$ cat src/rtl/axis_stream_receiver.sv
// axis_stream_receiver
// AXI4-Stream slave that buffers beats in a first-word-fall-through FIFO and
// tracks packet framing: byte count per packet (saturating) and TID stability.
//
// Ports
//   ACLK, ARESETn          clock, asynchronous active-low reset
//   TVALID/TREADY          slave handshake; TREADY = FIFO not full (registered)
//   TDATA/TKEEP/TLAST      beat payload, byte qualifiers, end of packet
//   TUSER/TID              sideband stored with each beat
//   out_valid/out_ready    downstream handshake, FIFO head on out_* fields
//   out_data/keep/last/user/id  buffered beat fields
//   pkt_done               one-cycle pulse after a TLAST beat is accepted
//   id_err                 sticky, TID changed inside a packet
//   pkt_bytes              byte count of the last completed packet
//
// Optional build macro AXIS_RX_STATS_EN adds pkt_count[15:0] and
// beat_count[31:0] (wrapping counters of completed packets / accepted beats).

module axis_stream_receiver #(
  parameter int unsigned DATA_WIDTH = 16,
  parameter int unsigned FIFO_DEPTH = 4
) (
  input  logic                    ACLK,
  input  logic                    ARESETn,
  input  logic                    TVALID,
  output logic                    TREADY,
  input  logic [DATA_WIDTH-1:0]   TDATA,
  input  logic [DATA_WIDTH/8-1:0] TKEEP,
  input  logic                    TLAST,
  input  logic [3:0]              TUSER,
  input  logic [1:0]              TID,
  output logic                    out_valid,
  input  logic                    out_ready,
  output logic [DATA_WIDTH-1:0]   out_data,
  output logic [DATA_WIDTH/8-1:0] out_keep,
  output logic                    out_last,
  output logic [3:0]              out_user,
  output logic [1:0]              out_id,
  output logic                    pkt_done,
  output logic                    id_err,
  output logic [15:0]             pkt_bytes
`ifdef AXIS_RX_STATS_EN
  ,
  output logic [15:0]             pkt_count,
  output logic [31:0]             beat_count
`endif
);

  localparam int unsigned KEEP_W = DATA_WIDTH / 8;
  localparam int unsigned POP_W  = KEEP_W + 1;
  localparam int unsigned PTR_W  = $clog2(FIFO_DEPTH);
  localparam int unsigned CNT_W  = PTR_W + 1;
  localparam int unsigned ENT_W  = DATA_WIDTH + KEEP_W + 1 + 4 + 2;

  typedef enum logic {
    IDLE   = 1'b0,
    IN_PKT = 1'b1
  } state_e;

  // Number of set bits in a TKEEP vector.
  function automatic logic [POP_W-1:0] popcount(input logic [KEEP_W-1:0] v);
    logic [POP_W-1:0] n;
    n = '0;
    for (int unsigned i = 0; i < KEEP_W; i++) n = n + POP_W'(v[i]);
    return n;
  endfunction

  // ---------------------------------------------------------------- FIFO
  logic [ENT_W-1:0] mem_q [FIFO_DEPTH];
  logic [PTR_W-1:0] wr_ptr_q, rd_ptr_q;
  logic [CNT_W-1:0] count_q, count_d;
  logic             tready_q, out_valid_q;
  logic             push, pop;

  assign push = TVALID && tready_q;
  assign pop  = out_valid_q && out_ready;

  // Occupancy: push and pop together leave it unchanged.
  always_comb begin
    count_d = count_q;
    case ({push, pop})
      2'b10:   count_d = count_q + CNT_W'(1);
      2'b01:   count_d = count_q - CNT_W'(1);
      default: count_d = count_q;
    endcase
  end

  // Storage, pointers and registered full/empty flags.
  always_ff @(posedge ACLK or negedge ARESETn) begin
    if (!ARESETn) begin
      for (int unsigned i = 0; i < FIFO_DEPTH; i++) mem_q[i] <= '0;
      wr_ptr_q    <= '0;
      rd_ptr_q    <= '0;
      count_q     <= '0;
      tready_q    <= 1'b0;
      out_valid_q <= 1'b0;
    end else begin
      if (push) begin
        mem_q[wr_ptr_q] <= {TDATA, TKEEP, TLAST, TUSER, TID};
        wr_ptr_q        <= wr_ptr_q + PTR_W'(1);
      end
      if (pop) rd_ptr_q <= rd_ptr_q + PTR_W'(1);
      count_q     <= count_d;
      tready_q    <= (count_d != CNT_W'(FIFO_DEPTH));
      out_valid_q <= (count_d != '0);
    end
  end

  assign TREADY    = tready_q;
  assign out_valid = out_valid_q;
  assign {out_data, out_keep, out_last, out_user, out_id} = mem_q[rd_ptr_q];

  // ------------------------------------------------------- packet tracker
  state_e           state_q;
  logic [1:0]       pkt_id_q;
  logic [15:0]      acc_q;
  logic             pkt_done_q, id_err_q;
  logic [15:0]      pkt_bytes_q;
  logic [POP_W-1:0] beat_bytes;
  logic [16:0]      acc_sum;
  logic [15:0]      acc_sat;

  assign beat_bytes = popcount(TKEEP);
  assign acc_sum    = {1'b0, acc_q} + 17'(beat_bytes);
  assign acc_sat    = acc_sum[16] ? 16'hFFFF : acc_sum[15:0];

  always_ff @(posedge ACLK or negedge ARESETn) begin
    if (!ARESETn) begin
      state_q     <= IDLE;
      pkt_id_q    <= '0;
      acc_q       <= '0;
      pkt_done_q  <= 1'b0;
      id_err_q    <= 1'b0;
      pkt_bytes_q <= '0;
    end else begin
      pkt_done_q <= 1'b0;
      if (push) begin
        case (state_q)
          IDLE: begin
            if (TLAST) begin
              pkt_done_q  <= 1'b1;
              pkt_bytes_q <= 16'(beat_bytes);
            end else begin
              state_q  <= IN_PKT;
              pkt_id_q <= TID;
              acc_q    <= 16'(beat_bytes);
            end
          end
          IN_PKT: begin
            if (TID != pkt_id_q) id_err_q <= 1'b1;
            if (TLAST) begin
              state_q     <= IDLE;
              pkt_done_q  <= 1'b1;
              pkt_bytes_q <= acc_sat;
            end else begin
              acc_q <= acc_sat;
            end
          end
          default: state_q <= IDLE;
        endcase
      end
    end
  end

  assign pkt_done  = pkt_done_q;
  assign id_err    = id_err_q;
  assign pkt_bytes = pkt_bytes_q;

`ifdef AXIS_RX_STATS_EN
  // Free-running wrapping statistics.
  logic [15:0] pkt_count_q;
  logic [31:0] beat_count_q;

  always_ff @(posedge ACLK or negedge ARESETn) begin
    if (!ARESETn) begin
      pkt_count_q  <= '0;
      beat_count_q <= '0;
    end else if (push) begin
      beat_count_q <= beat_count_q + 32'd1;
      if (TLAST) pkt_count_q <= pkt_count_q + 16'd1;
    end
  end

  assign pkt_count  = pkt_count_q;
  assign beat_count = beat_count_q;
`endif

endmodule

$ cat config.mk
export PLATFORM = sky130hd
export DESIGN_NAME = axis_stream_receiver
export DESIGN_NICKNAME = d
export VERILOG_FILES = /design/src/rtl/axis_stream_receiver.sv
export SDC_FILE = /design/constraint.sdc
export NUM_CORES = 1
export LEC_CHECK = 0
export CAP_MARGIN = 0
export CORE_AREA = 5 5 174 142
export DETAILED_ROUTE_END_ITERATION = 16
export DIE_AREA = 0 0 179 147
export GPL_ROUTABILITY_DRIVEN = 0
export PLACE_DENSITY = 0.54
export SETUP_SLACK_MARGIN = 0.05
export SYNTH_ARGS = -nofsm -noshare
export SYNTH_HDL_FRONTEND = slang
export SYNTH_SLANG_ARGS = --single-unit
export TNS_END_PERCENT = 5
$ cat constraint.sdc
create_clock -name ACLK -period 3.2 [get_ports ACLK]
set_input_delay 0.32 -clock ACLK [delete_from_list [all_inputs] [get_ports ACLK]]
set_output_delay 0.32 -clock ACLK [all_outputs]
set_load 0.01 [all_outputs]
; Word-level counts from Yosys, hierarchy flattened
; Cells that the tools add are included.
[totals]
ff_bits = 146
inputBits = 29
out_inout_bits = 45
word_cells = 61
[classes]
n_addsub = 6
order_cmp = 3
n_eq_ne = 8
muxes = 17
n_bitwise = 4
n_reduce_logical = 8
[ops]
columns = op, n
row1 = 100-bit bitwise mux, 1
row2 = 16-bit 2-to-1 mux, 5
row3 = 25-bit 2-to-1 mux, 3
row4 = 16-bit one-hot mux with 2 select lines, 2
row5 = 25-bit binary-select mux with 2-bit select, 1
row6 = 25-bit demux with 2-bit select, 1
row7 = 16-bit by 2-bit adder with 17-bit output, 1
row8 = 3-bit AND reduction, 4
row9 = "2-bit inequality test, second input constant", 4
row10 = "3-bit greater-or-equal comparator, second input constant", 2
row11 = 2-bit inverter with 3-bit output, 2
row12 = 3-bit one-hot mux with 2 select lines, 1
row13 = "2-bit by 1-bit adder with 2-bit output, second input constant", 2
row14 = "3-bit by 1-bit adder with 3-bit output, second input constant", 1
row15 = 1-bit logical AND, 3
row16 = "3-bit by 1-bit < comparator with 1-bit output, second input constant", 1
row17 = 1-bit 2-to-1 mux, 3
row18 = "3-bit inequality test, second input constant", 1
row19 = 3-bit nonzero test, 1
row20 = "3-bit by 1-bit subtractor with 3-bit output, second input constant", 1
row21 = 1-bit by 1-bit adder with 2-bit output, 1
row22 = "2-bit by 1-bit equality test with 1-bit output, second input constant", 1
row23 = "2-bit equality test, second input constant", 1
row24 = 2-bit inequality test, 1
row25 = 1-bit inverter, 2

; Logic depth before layout (Yosys ltp)
[logic_depth]
word_depth = 6
depth_mapped = 10
mapped_depth_nobuf = 9

; Worst setup path after synthesis
; OpenSTA, ideal clock, no wires.
[synth_timing]
path_type = input-to-reg
start = in TKEEP[0]
end = reg acc_q[13]
arrival_ps = 2269
path_slack_ps = 851
path_stages = 9
n_path_buf = 0
path_cell_list = ha_1 -> ha_1 -> inv_1 -> fa_1 -> and3b_1 -> nand4_4 -> nor2_8 -> and4b_1 -> nor3_2
[synth_between]
elab_chain_cells = 5
[synth_rtl]
columns = item, line
row1 = "start, declared", 28  ; input logic [DATA_WIDTH/8-1:0] TKEEP,
row2 = 1-bit by 1-bit adder with 2-bit output, 64  ; for (int unsigned i = 0; i < KEEP_W; i++) n = n + POP_W'(v[i]);
row3 = 16-bit by 2-bit adder with 17-bit output, 124  ; assign acc_sum = {1'b0, acc_q} + 17'(beat_bytes);
row4 = 16-bit 2-to-1 mux, 125  ; assign acc_sat = acc_sum[16] ? 16'hFFFF : acc_sum[15:0];
row5 = 16-bit 2-to-1 mux, 151  ; if (TLAST) begin
row6 = 16-bit one-hot mux with 2 select lines, 138  ; case (state_q)
row7 = "end signal, assigned", 146  ; acc_q <= 16'(beat_bytes);
row8 = "end signal, assigned", 156  ; acc_q <= acc_sat;
row9 = "end, declared", 116  ; logic [15:0] acc_q;
; No other way between the ends. The select of a mux whose other input is x is not followed.
; A chain may end at the register's enable or synchronous reset.

; Worst setup path in the final report
[layout_timing]
start = in TKEEP[1]
end = reg acc_q[13]
; The elaborated chain is that of the path after synthesis.

==> reports/qor.yml <==
violations: "hold timing"
power_density_nw_per_um2: 981
synth-edff-count: 0
drtIter0Drc: 149
swShare: 0.308
antenna_found_initial: 0
die-area_um2: 26300
holdWs_ps: -1.93
syn_area_per_cell_um2: 13.6
die_h_um: 147
ys_warn_count: 0
synth_area_leaders: "dfrtp_1 (54%), mux2_2 (17%), mux4_2 (8.4%), o21ai_0 (2.1%), nand2_1 (2.1%)"
track_usage: 0.120
placed_cell_area_um2: 7860
vias_per_cell: 4.63
grt_pass1_vias: 4600
period_needed_ps: 2770
io_buffer_count: 73
diodes: 0
grt_max_degree: 121
core.rowCount: 50
critical_path_class: "primary input to register"
htreeDepth: 4
worst_setup_path_start_kind: "primary input"
drv_cap: 0
drc: 0
cts_buffers: 17
first_pass_iters: 4
crit_fanout: 19
p_seq_frac: 0.373
vdd_drop_max_v: 0.000425
yosysUniqueCellTypes: 49
fp.coreArea_um2: 23000
dp.cells: 873
status: "finished with violations"
ant_nets: 0
intPower_uw: 5730
overflow: 0
dpl.hpwl_mm: 10.3
cts_resized: 0
drive_gt1_frac: 0.327
clkSinkCount: 146
r2r-start: "acc_q[0]"
leakagePower_uw: 0.00350
rr_endpoint: "acc_q[13]"
die_x_um: 179
fin_skew_ps: 11.0
seq_area_frac_synth: 0.544
p_comb_frac: 0.389
wl_mm: 15.0
worst_hold_path_type: "primary input to asynchronous set/reset pin"
cp-startpoint: "TKEEP[1]"
vias: 4189
r2r_cells: 8
synthArstFlopShare: 1.00
fin_setup_tns_ps: 0
num_io_pins: 74
multi_input_area_um2: 2900
insertion_delay_ps: 430
holdBufCountCts: 0
grt_pass1_wl_mm: 24.7
worst_pin_slew_ps: 1170
fin_util: 0.368
yosys_register_bits: 146
rsz0062_at_grt: "false"
clock-root-buffer: "clkbuf_16"
synth_common_cells: "dfrtp_1 (146), mux2_2 (102), nand2_1 (37), o21ai_0 (28), mux4_2 (25)"
min_period_over_period: 0.865
synthFlopType: "dfrtp_1"
clkPwrFrac: 0.239
cts_setup_buffers: 0
final_cells: 905
design_area_um2: 8450
fill_cells: 2212
syn_inst: 494
syn-cell-area_um2: 6720
cts_tree: "yes"
netlist.area_leader.share: 0.544
yosysMostFrequentCell: "dfrtp_1"
area.growth.synth_to_final_pct: 25.8
hold_viol: 5
start_util: 0.293
setup_viol: 0
worstPathArrival_ps: 3120
nets: 619
reg2reg_slack_ps: 860
net-switching-power_uw: 2550
cts_max_path_buffers: 2
worstPathRequired_ps: 3550
cts.reportedPaths.clkPinSlew_ps: 70
syn-num-nets: 533
slew_headroom: 0.221
seqCellArea_um2: 3650
synth_top_cell_by_area: "dfrtp_1"
wl_per_cell_um: 16.6
max_freq_mhz: 361
slew_viol_final: 0
cp-end-kind: "register"
-- per-stage QoR --
step | hold WS (ps) | power, uW | setup WS (ps)
floorplan | 24.4 | 5010 | 851
CTS | 135 | 8440 | 393
global route | 192 | 8820 | 260
detailed placement | 464 | 6430 | 33.7
finish | -1.93 | 8290 | 432
global placement | 460 | 6290 | 96.1
-- critical path, stage by stage --
cell	delay [ps]
clkdlybuf4s50_1	530
ha_1	360
ha_1	200
inv_1	70
fa_1	430
and3b_1	330
nand4_4	190
nor2_8	310
and4b_1	250
nor3_2	140
-- cell type report --
class	count	share of cell area
clock buffers	17	0.0504
clock inverters	15	0.0190
inverters	11	0.00489
multi-input cells	313	0.343
flip-flops and latches	146	0.433
well taps	312	0.0462
repair buffers	91	0.104
-- placed cells by master, fill, tap and decap left out, types with 2 or more instances in the layout --
master and instances:
inv_1 10, buf_4 17, nand2_1 37, clkinvlp_4 2
nand4_1 3, a31o_2 2, nand2b_1 7, inv_8 4
clkbuf_16 17, and4b_1 2, nor3_1 5, inv_6 7
a21oi_1 21, o22ai_1 2, xor2_1 7, nor2_1 18
a31oi_1 3, o31ai_1 2, clkdlybuf4s50_1 72, ha_1 8
fa_1 2, nand3_1 4, a21oi_2 2, and2_1 2
mux4_2 25, o21ai_0 28, xnor2_1 11, dfrtp_1 145
mux2_2 102
-- worst max-delay path by stage --
| stage | cells past startpoint | slack, ps | end |
|---|---|---|---|
| after floorplan | 9 | 850 | acc_q[13] |
| after CTS | 3 | 390 | out_data[0] |
| final | 10 | 430 | acc_q[13] |
| after detailed placement | 10 | 30 | pkt_bytes[0] |
| after global routing | 10 | 260 | acc_q[5] |
| after global placement | 10 | 100 | acc_q[13] |
-- flip-flops by register name (all words and copies together), names as in the netlist --
| name | count |
|---|---|
| count_q | 3 |
| pkt_bytes | 16 |
| rd_ptr_q | 2 |
| out_valid | 1 |
| pkt_id_q | 2 |
| TREADY | 1 |
| id_err | 1 |
| state_q | 1 |
| wr_ptr_q | 2 |
| mem_q | 100 |
| acc_q | 16 |
| pkt_done | 1 |
-- power by group through the flow --
stage / clock (uW) / combinational (uW) / sequential [uW]
2_1_floorplan: 0 / 2080 / 2930
3_3_place_gp: 0 / 3220 / 3070
3_5_place_dp: 0 / 3290 / 3140
4_1_cts: 2030 / 3310 / 3100
5_1_grt: 2130 / 3500 / 3190
6_report: 1980 / 3220 / 3090
-- cells by family (layout without fill, tap and decap cells) --
logic type	Yosys count	in the layout	share of synthesized area
AOI/OAI and AO/OA	65	65	0.0550
xor gates and xnor gates	18	18	0.0235
adders and majority gates	10	10	0.0209
buffers and inverters	35	134	0.0248
DFF	146	146	0.544
muxes	128	128	0.256
and+or+nand+nor	92	92	0.0756
-- layer usage --
metal | track usage | part of all wire | vias to the layer above | wire [um]
li1 | - | - | 1964 | -
met1 | 0.154 | 0.45 | 2156 | 6720
met2 | 0.195 | 0.50 | 56 | 7550
met3 | 0.0352 | 0.039 | 13 | 590
met4 | 0.0418 | 0.012 | 0 | 188
met5 | 0 | 0 | - | 0
Note: power is estimated with default switching activity, not from simulation.
